--- src/rtl/uart_frame_check_if.sv ---
// Frame/result bundle between the RX deserialiser, the frame checker and the receive FIFO.
// The master side presents received frames and reads the checked results.
interface uart_frame_check_if #(
    parameter int DATA_WIDTH = 8,
    parameter int LEN_W      = 4,
    parameter int CNT_WIDTH  = 8
);
    logic                  frame_vld;
    logic [DATA_WIDTH-1:0] P_DATA;
    logic [LEN_W-1:0]      data_len;
    logic [2:0]            par_mode;
    logic                  par_bit;
    logic [1:0]            stop_bits;
    logic                  two_stop;
    logic                  err_clr;

    logic [DATA_WIDTH-1:0] data_out;
    logic                  data_vld;
    logic                  par_err;
    logic                  stop_err;
    logic                  par_err_sticky;
    logic                  stop_err_sticky;
    logic [CNT_WIDTH-1:0]  par_err_cnt;
    logic [CNT_WIDTH-1:0]  stop_err_cnt;
    logic [CNT_WIDTH-1:0]  frame_cnt;

    modport master (
        output frame_vld, P_DATA, data_len, par_mode, par_bit, stop_bits, two_stop, err_clr,
        input  data_out, data_vld, par_err, stop_err, par_err_sticky, stop_err_sticky,
               par_err_cnt, stop_err_cnt, frame_cnt
    );

    modport slave (
        input  frame_vld, P_DATA, data_len, par_mode, par_bit, stop_bits, two_stop, err_clr,
        output data_out, data_vld, par_err, stop_err, par_err_sticky, stop_err_sticky,
               par_err_cnt, stop_err_cnt, frame_cnt
    );
endinterface

--- src/rtl/uart_frame_check.sv ---
// UART receive frame checker: masks each character to its active length, checks the
// parity bit and stop bit(s), and keeps sticky error flags plus saturating counters.
// Every output is registered; results appear the cycle after frame_vld.
module uart_frame_check #(
    parameter int DATA_WIDTH = 8,
    parameter int LEN_W      = 4,
    parameter int CNT_WIDTH  = 8
) (
    input logic               clk,
    input logic               rst,
    uart_frame_check_if.slave bus
);
    localparam logic [LEN_W-1:0]     FULL_LEN = LEN_W'(DATA_WIDTH);
    localparam logic [CNT_WIDTH-1:0] CNT_MAX  = '1;

    logic [LEN_W-1:0]      eff_len;
    logic [DATA_WIDTH-1:0] masked;
    logic                  par_exp;
    logic                  par_chk;
    logic                  par_err_nxt;
    logic                  stop_err_nxt;
    logic                  par_hit;
    logic                  stop_hit;
    logic [CNT_WIDTH-1:0]  frame_base;
    logic [CNT_WIDTH-1:0]  par_base;
    logic [CNT_WIDTH-1:0]  stop_base;

    function automatic logic [CNT_WIDTH-1:0] sat_inc(input logic [CNT_WIDTH-1:0] v);
        return (v == CNT_MAX) ? v : v + 1'b1;
    endfunction

    // Out-of-range lengths (0 or wider than the datapath) mean "use the full width".
    always_comb begin
        eff_len = bus.data_len;
        if (bus.data_len == '0 || bus.data_len > FULL_LEN) begin
            eff_len = FULL_LEN;
        end
    end

    // Zero every data bit at or above the active character length.
    always_comb begin
        masked = '0;
        for (int i = 0; i < DATA_WIDTH; i++) begin
            masked[i] = bus.P_DATA[i] & (LEN_W'(i) < eff_len);
        end
    end

    // Expected parity per mode, then per-frame parity and framing verdicts.
    always_comb begin
        par_chk = 1'b1;
        par_exp = 1'b0;
        case (bus.par_mode)
            3'b001:  par_exp = ^masked;
            3'b010:  par_exp = ~^masked;
            3'b011:  par_exp = 1'b1;
            3'b100:  par_exp = 1'b0;
            default: par_chk = 1'b0;
        endcase
        par_err_nxt  = par_chk && (bus.par_bit != par_exp);
        stop_err_nxt = !bus.stop_bits[0] || (bus.two_stop && !bus.stop_bits[1]);
        par_hit      = bus.frame_vld && par_err_nxt;
        stop_hit     = bus.frame_vld && stop_err_nxt;
    end

    // A clear zeroes the statistics first so a coincident frame is counted on top of zero.
    always_comb begin
        frame_base = bus.err_clr ? '0 : bus.frame_cnt;
        par_base   = bus.err_clr ? '0 : bus.par_err_cnt;
        stop_base  = bus.err_clr ? '0 : bus.stop_err_cnt;
    end

    // Register per-frame results, sticky flags and saturating statistics.
    always_ff @(posedge clk or negedge rst) begin
        if (!rst) begin
            bus.data_out        <= '0;
            bus.data_vld        <= 1'b0;
            bus.par_err         <= 1'b0;
            bus.stop_err        <= 1'b0;
            bus.par_err_sticky  <= 1'b0;
            bus.stop_err_sticky <= 1'b0;
            bus.par_err_cnt     <= '0;
            bus.stop_err_cnt    <= '0;
            bus.frame_cnt       <= '0;
        end else begin
            bus.data_vld <= bus.frame_vld;
            if (bus.frame_vld) begin
                bus.data_out <= masked;
                bus.par_err  <= par_err_nxt;
                bus.stop_err <= stop_err_nxt;
            end
            bus.frame_cnt       <= bus.frame_vld ? sat_inc(frame_base) : frame_base;
            bus.par_err_cnt     <= par_hit ? sat_inc(par_base) : par_base;
            bus.stop_err_cnt    <= stop_hit ? sat_inc(stop_base) : stop_base;
            bus.par_err_sticky  <= par_hit | (bus.par_err_sticky & ~bus.err_clr);
            bus.stop_err_sticky <= stop_hit | (bus.stop_err_sticky & ~bus.err_clr);
        end
    end
endmodule

--- src/flat_wrapper.sv ---
// flat-port wrapper written by rule: the top's interface ports become plain ports
module uart_frame_check_flat 
#(
    parameter int DATA_WIDTH = 8,
    parameter int LEN_W      = 4,
    parameter int CNT_WIDTH  = 8
)
  (clk, rst, bus_frame_vld, bus_P_DATA, bus_data_len, bus_par_mode, bus_par_bit, bus_stop_bits, bus_two_stop, bus_err_clr, bus_data_out, bus_data_vld, bus_par_err, bus_stop_err, bus_par_err_sticky, bus_stop_err_sticky, bus_par_err_cnt, bus_stop_err_cnt, bus_frame_cnt);
  uart_frame_check_if #(.DATA_WIDTH(DATA_WIDTH), .LEN_W(LEN_W), .CNT_WIDTH(CNT_WIDTH)) bus_i ();
  input logic clk;
  input logic rst;
  input wire logic [$bits(bus_i.frame_vld)-1:0] bus_frame_vld;
  input wire logic [$bits(bus_i.P_DATA)-1:0] bus_P_DATA;
  input wire logic [$bits(bus_i.data_len)-1:0] bus_data_len;
  input wire logic [$bits(bus_i.par_mode)-1:0] bus_par_mode;
  input wire logic [$bits(bus_i.par_bit)-1:0] bus_par_bit;
  input wire logic [$bits(bus_i.stop_bits)-1:0] bus_stop_bits;
  input wire logic [$bits(bus_i.two_stop)-1:0] bus_two_stop;
  input wire logic [$bits(bus_i.err_clr)-1:0] bus_err_clr;
  output wire logic [$bits(bus_i.data_out)-1:0] bus_data_out;
  output wire logic [$bits(bus_i.data_vld)-1:0] bus_data_vld;
  output wire logic [$bits(bus_i.par_err)-1:0] bus_par_err;
  output wire logic [$bits(bus_i.stop_err)-1:0] bus_stop_err;
  output wire logic [$bits(bus_i.par_err_sticky)-1:0] bus_par_err_sticky;
  output wire logic [$bits(bus_i.stop_err_sticky)-1:0] bus_stop_err_sticky;
  output wire logic [$bits(bus_i.par_err_cnt)-1:0] bus_par_err_cnt;
  output wire logic [$bits(bus_i.stop_err_cnt)-1:0] bus_stop_err_cnt;
  output wire logic [$bits(bus_i.frame_cnt)-1:0] bus_frame_cnt;
  assign bus_i.frame_vld = bus_frame_vld;
  assign bus_i.P_DATA = bus_P_DATA;
  assign bus_i.data_len = bus_data_len;
  assign bus_i.par_mode = bus_par_mode;
  assign bus_i.par_bit = bus_par_bit;
  assign bus_i.stop_bits = bus_stop_bits;
  assign bus_i.two_stop = bus_two_stop;
  assign bus_i.err_clr = bus_err_clr;
  assign bus_data_out = bus_i.data_out;
  assign bus_data_vld = bus_i.data_vld;
  assign bus_par_err = bus_i.par_err;
  assign bus_stop_err = bus_i.stop_err;
  assign bus_par_err_sticky = bus_i.par_err_sticky;
  assign bus_stop_err_sticky = bus_i.stop_err_sticky;
  assign bus_par_err_cnt = bus_i.par_err_cnt;
  assign bus_stop_err_cnt = bus_i.stop_err_cnt;
  assign bus_frame_cnt = bus_i.frame_cnt;
  uart_frame_check #(.DATA_WIDTH(DATA_WIDTH), .LEN_W(LEN_W), .CNT_WIDTH(CNT_WIDTH)) u_core (.clk(clk), .rst(rst), .bus(bus_i));
endmodule
--- config.mk ---
export PLATFORM = sky130hd
export DESIGN_NAME = uart_frame_check_flat
export DESIGN_NICKNAME = d
export VERILOG_FILES = /design/src/rtl/uart_frame_check_if.sv /design/src/rtl/uart_frame_check.sv /design/src/flat_wrapper.sv
export SDC_FILE = /design/constraint.sdc
export NUM_CORES = 1
export LEC_CHECK = 0
export CORE_MARGIN = 2
export CORE_UTILIZATION = 44
export DETAILED_ROUTE_END_ITERATION = 10
export GPL_TIMING_DRIVEN = 0
export PLACE_DENSITY_LB_ADDON = 0.1
export RECOVER_POWER = 100
export SYNTH_ARGS = -nofsm -noshare
export SYNTH_HDL_FRONTEND = slang
export SYNTH_SLANG_ARGS = --single-unit
--- constraint.sdc ---
create_clock -name clk -period 2.3 [get_ports clk]
set_clock_uncertainty 0.2 [all_clocks]
set_input_delay 0.46 -clock clk [delete_from_list [all_inputs] [get_ports clk]]
set_output_delay 0.46 -clock clk [all_outputs]
set_load 0.05 [all_outputs]
== Word-level counts from Yosys, hierarchy flattened ==
Cells that the tools add are included.
Storage, ports and cells
  flip-flop bits (word level): 37
  input port bits: 23
  word-level logic and storage cells: 66
Operators by class
  add/subtract/negate cells: 3
  $lt $le $gt $ge: 9
  eq/ne operators: 8
  muxes and demuxes: 12
  bitwise logic cells: 13
  reduce and logical (&&, ||, !) cells: 12
Operator list (count)
  $mux 8: 9
  $add 8x1->8 const B: 3
  $eq 8x8->1 const B: 3
  $lt 3x4->1 const A: 4
  $and 1x1->1: 10
  $lt 1x4->1 const A: 2
  $lt 2x4->1 const A: 2
  $reduce_xnor 8->1: 1
  $reduce_xor 8->1: 1
  $eq 3x2->1 const B: 2
  $gt 4x4->1 const B: 1
  $logic_and 1x1->1: 4
  $logic_not 4->1: 1
  $mux 4: 1
  $reduce_or 4->1: 1
  $eq 3x1->1 const B: 1
  $eq 3x3->1 const B: 1
  $pmux 1 s3: 1
  $logic_not 1->1: 2
  $logic_or 1x1->1: 2
  $or 1x1->1: 2
  $mux 1: 1
  $ne 1x1->1: 1
  $not 1->1: 1

== Depth between registers and ports, before layout ==
  depth in word-level cells: 11
  mapped depth: 11

== Worst setup path after synthesis ==
No wires, ideal clock.
  path type: input to register
  start point: input bus_data_len[1]
  end point: register u_core.bus.par_err_cnt[1] (netlist bit)
  library setup time: 0.128 ns
  arrival: 2.872 ns
  data required time: 1.972 ns
  slack: -0.900 ns
  stages on the path: 9
  path through: buf_2 > or4b_4 > nand2_2 > xor2_2 > xnor2_1 > xnor2_4 > mux2i_2 > mux2i_1 > mux2_1
Between the ends
  word-level cells in the longest chain between the ends: 11
Ends and longest elaborated chain
  from (decl): line flat_wrapper.sv:14  | input wire logic [$bits(bus_i.data_len)-1:0] bus_data_len;
  $gt 4x4->1 / $logic_not 4->1 (equally long branches): line uart_frame_check.sv:35  | if (bus.data_len == '0 || bus.data_len > FULL_LEN) begin
  $logic_or 1x1->1: line uart_frame_check.sv:35
  $mux 4 (*): line uart_frame_check.sv:35
  $lt 1x4->1 (tied with other cells): line uart_frame_check.sv:44  | masked[i] = bus.P_DATA[i] & (LEN_W'(i) < eff_len);
  $and 1x1->1: line uart_frame_check.sv:44
  $reduce_xnor 8->1 / $reduce_xor 8->1 (equally long branches): line uart_frame_check.sv:54, uart_frame_check.sv:53
  $pmux 1 s3 (*): line uart_frame_check.sv:52  | case (bus.par_mode)
  $ne 1x1->1 (*): line uart_frame_check.sv:59  | par_err_nxt = par_chk && (bus.par_bit != par_exp);
  $logic_and 1x1->1 (*): line uart_frame_check.sv:59
  $logic_and 1x1->1 (*): line uart_frame_check.sv:61  | par_hit = bus.frame_vld && par_err_nxt;
  $mux 8 (*): line uart_frame_check.sv:92  | bus.par_err_cnt <= par_hit ? sat_inc(par_base) : par_base;
  to (signal assigned): line uart_frame_check.sv:92
  to (decl): line uart_frame_check_if.sv:36  | par_err_cnt, stop_err_cnt, frame_cnt
Every way passes the cells marked *; elsewhere a longest branch is shown, timed or not.
A chain may end at the register's enable or synchronous reset.

== Worst setup path after layout ==
  start point: input bus_data_len[3]
  end point: register u_core.bus.par_err_cnt[3] (netlist bit)
The elaborated chain is that of the path after synthesis.

==> results_dict.tcl <==
set metrics [dict create \
    synthDominantAreaCellType "dfrtp_1" \
    crit-reg2reg-capture "u_core.bus.par_err_cnt[1]$_DFF_PN0_" \
    ctsLongestPathBuffers 2 \
    floorplan.core_area_um2 5042 \
    post-route-cell-area_um2 3273 \
    drt.antenna.violating_nets 0 \
    yosys_most_used_dff "dfrtp_1" \
    ff2ff_path_depth 7 \
    peakVddDrop_uv 315.8 \
    async_flop_share_pct 100.0 \
    globalRouteTotalUtil_pct 19.56 \
    final_nets 356 \
    rsz0062_at_grt "yes" \
    r2r_start "u_core.bus.par_err_cnt[1]$_DFF_PN0_" \
    number_of_pins_with_negative_max_slew_slack_in_the_final_report 0 \
    final_util_pct 64.91 \
    netlist_instances 256 \
    netlist_area_pre_place_um2 2272 \
    die_area_um2 5755 \
    cp_data_required_time_ps 2280 \
    cts_tree "built" \
    static-leakage-power_uw 0.001414 \
    setup_violations 24 \
    routed_via_density 5.167 \
    areaGrowthSynthToFinish_pct 44.05 \
    finalCritPeriodShare_pct 117.0 \
    number_of_optimization_iterations_in_the_first_detailed_route_pass 4 \
    insertedDiodeCount 0 \
    power-per-cell-area_nw_per_um2 572.3 \
    final_critical_path_setup_slack_ps -390.6 \
    core.rowCount 26 \
    min_period_ps 2691 \
    yosysUniqueCellTypes 43 \
    hold_path_class "primary input to asynchronous set/reset pin" \
    critical_path_arrival_ps 2670 \
    max_slew.worst_pin.slew_ps 934.0 \
    cts_sinks 37 \
    yosysWarnings 0 \
    worst_slew_margin_rel_pct 37.73 \
    ys_ff_latch 37 \
    io_buffers 55 \
    endpoint_kind "flop" \
    final_layout_size_suffix_gt1_share_pct 15.71 \
    grt_pass1_wl_um 8652 \
    netlist_top_cells_area "dfrtp_1 (41%), nor2b_1 (5.0%), nor2_1 (4.6%), xnor2_1 (4.6%), nand3_1 (4.2%)" \
    grt_ovf 0 \
    initial_core_util_pct 45.06 \
    timing.critical_path.from_type "primary input" \
    max_cap_violations 0 \
    fmax_ghz 0.3717 \
    io-pin-count 60 \
    clock_root_buffer "clkbuf_8" \
    seq_area_frac_synth_pct 40.75 \
    cts.reportedPaths.clkPinSlew_ps 80 \
    synth_top_cell_area_share_pct 40.75 \
    regToRegSetupSlack_ps 10 \
    clk_latency_ps 290 \
    wl_per_cell_um 13.58 \
    critical_path_peak_fanout 9 \
    detailed_place.area_um2 2962 \
    mappedNetlistNets 282 \
    synth_enable_flop_cells 0 \
    place.detailed.hpwl_um 3762 \
    drt_drc_violations_left 0 \
    violations "setup timing" \
    outcome "finished with violations" \
    antenna_found_initial 0 \
    hold_ws_ps 90.52 \
    starting_drt_drc_count 72 \
    cts_buffers 5 \
    route.vias.total 2072 \
    die_y_um 75.86 \
    grt_pass1_vias 1857 \
    die_boundary_width_um 75.86 \
    count_of_final_hold_check_violations 0 \
    route.final.wire_length_um 5445 \
    routabilityCongestion 0.8209 \
    grt_max_degree 38 \
    worstSetupPathType "primary input to flop" \
    fin_total_pwr_uw 1873 \
    detailedPlace.worstSlack_ps -1401 \
    clock_tree.htree_level_count 2 \
    postSynthAreaPerCell_um2 8.876 \
]
## area by class of cell
class | count | area, µm²
Fill cell | 435 | 1769
Multi-Input combinational cell | 197 | 1375
Sequential cell | 37 | 925.9
Timing Repair Buffer | 67 | 641.9
Tap cell | 70 | 87.58
Buffer | 10 | 86.33
Clock buffer | 6 | 72.57
Inverter | 12 | 45.04
Clock inverter | 2 | 38.79
## worst max-delay path by stage
stage	slack, ps	from	endpoint	cells after the start
3_5_place_dp	-1400	bus_data_len[3]	u_core.bus.par_err_cnt[1]$_DFF_PN0_	9
5_1_grt	-450	bus_data_len[3]	u_core.bus.par_err_cnt[3]$_DFF_PN0_	10
4_1_cts	-400	bus_data_len[1]	u_core.bus.par_err_cnt[3]$_DFF_PN0_	10
6_report	-390	bus_data_len[3]	u_core.bus.par_err_cnt[3]$_DFF_PN0_	10
2_1_floorplan	-720	bus_data_len[1]	u_core.bus.par_err_cnt[1]$_DFF_PN0_	9
3_3_place_gp	-1390	bus_data_len[3]	u_core.bus.par_err_cnt[1]$_DFF_PN0_	9
## cells in the mapped netlist, types with 2 or more instances
master / instances
and3_1: 2
mux2_1: 3
a21oi_1: 6
o311ai_0: 2
nand2_1: 23
nor3b_1: 3
inv_1: 12
clkbuf_1: 7
and4_1: 2
or2_2: 2
nor2b_1: 18
nand3_1: 19
nor2_1: 28
xnor2_1: 12
o21ai_0: 13
nor3_1: 7
a31oi_1: 2
mux2_2: 2
ha_1: 3
nand4_1: 6
nand2b_1: 8
a211o_1: 2
o22ai_1: 2
mux2i_1: 9
or3_1: 2
dfrtp_1: 37
xor2_1: 6
buf_2: 3
## critical path: stages
cell and delay, ps:
buf_6 110, or4b_4 530, nand2_4 110, xor2_4 160, xnor2_2 170, xnor2_4 180, mux2i_4 300, buf_6 130
mux2i_1 200, mux2_1 330
## repair_timing
item	in CTS	in global routing
gates resized for setup	26	17
buffers inserted	11	1
hold buffers	0	0
cloned	0	0
endpoints found under the setup margin	33	27
pin swaps	11	4
## per-stage QoR
stage                     std cells  TNS (ps)
after CTS                       400     -2256
after detailed placement        381    -22210
final                           401     -4914
after floorplan                 256     -3845
after global routing            401     -8055
after global placement          381    -34330
## where the power goes
group | leakage (µW) | internal (µW) | switching, µW
logic | 0.000869 | 246 | 334
registers | 0.000490 | 690 | 28.0
clock network | 0.0000554 | 326 | 249
total | 0.00141 | 1260 | 611
## kinds of logic after synthesis
family                     synth area share [%]
AOI/OAI and AO/OA                         8.425
xor gates and xnor gates                  9.582
and+or+nand+nor                           28.74
buffers and inverters                     3.799
muxes                                     7.048
adders and majority gates                 1.652
DFF                                       40.75
## layout by cell type, fill, tap and decap left out, types with 6 or more instances in the layout
cell             instances
dfrtp_1                 37
clkdlybuf4s50_1         32
nor2_1                  28
nand2_1                 22
dlygate4sd3_1           18
nand3_1                 17
nor2b_1                 15
inv_1                   12
buf_4                   12
xnor2_1                 11
o21ai_0                 11
nand2b_1                 8
mux2i_1                  7
clkbuf_8                 6
clkbuf_1                 6
nand4_1                  6
xor2_1                   6
nor3_1                   6
## per-layer routing
metal	global-route usage (%)	routed length, µm	vias to the layer above
li1	-	-	1022
met1	28.11	2589	993
met2	30.17	2515	51
met3	4.497	295	6
met4	4.288	44	0
met5	0	0	-
## flip-flops by register name, indices dropped and copies added, names as in the netlist
register	flops
u_core.bus.data_out	8
u_core.bus.frame_cnt	8
u_core.bus.par_err_cnt	8
u_core.bus.stop_err_cnt	8
u_core.bus.data_vld	1
u_core.bus.par_err	1
u_core.bus.par_err_sticky	1
u_core.bus.stop_err	1
u_core.bus.stop_err_sticky	1
(Power assumes the default switching activity.)
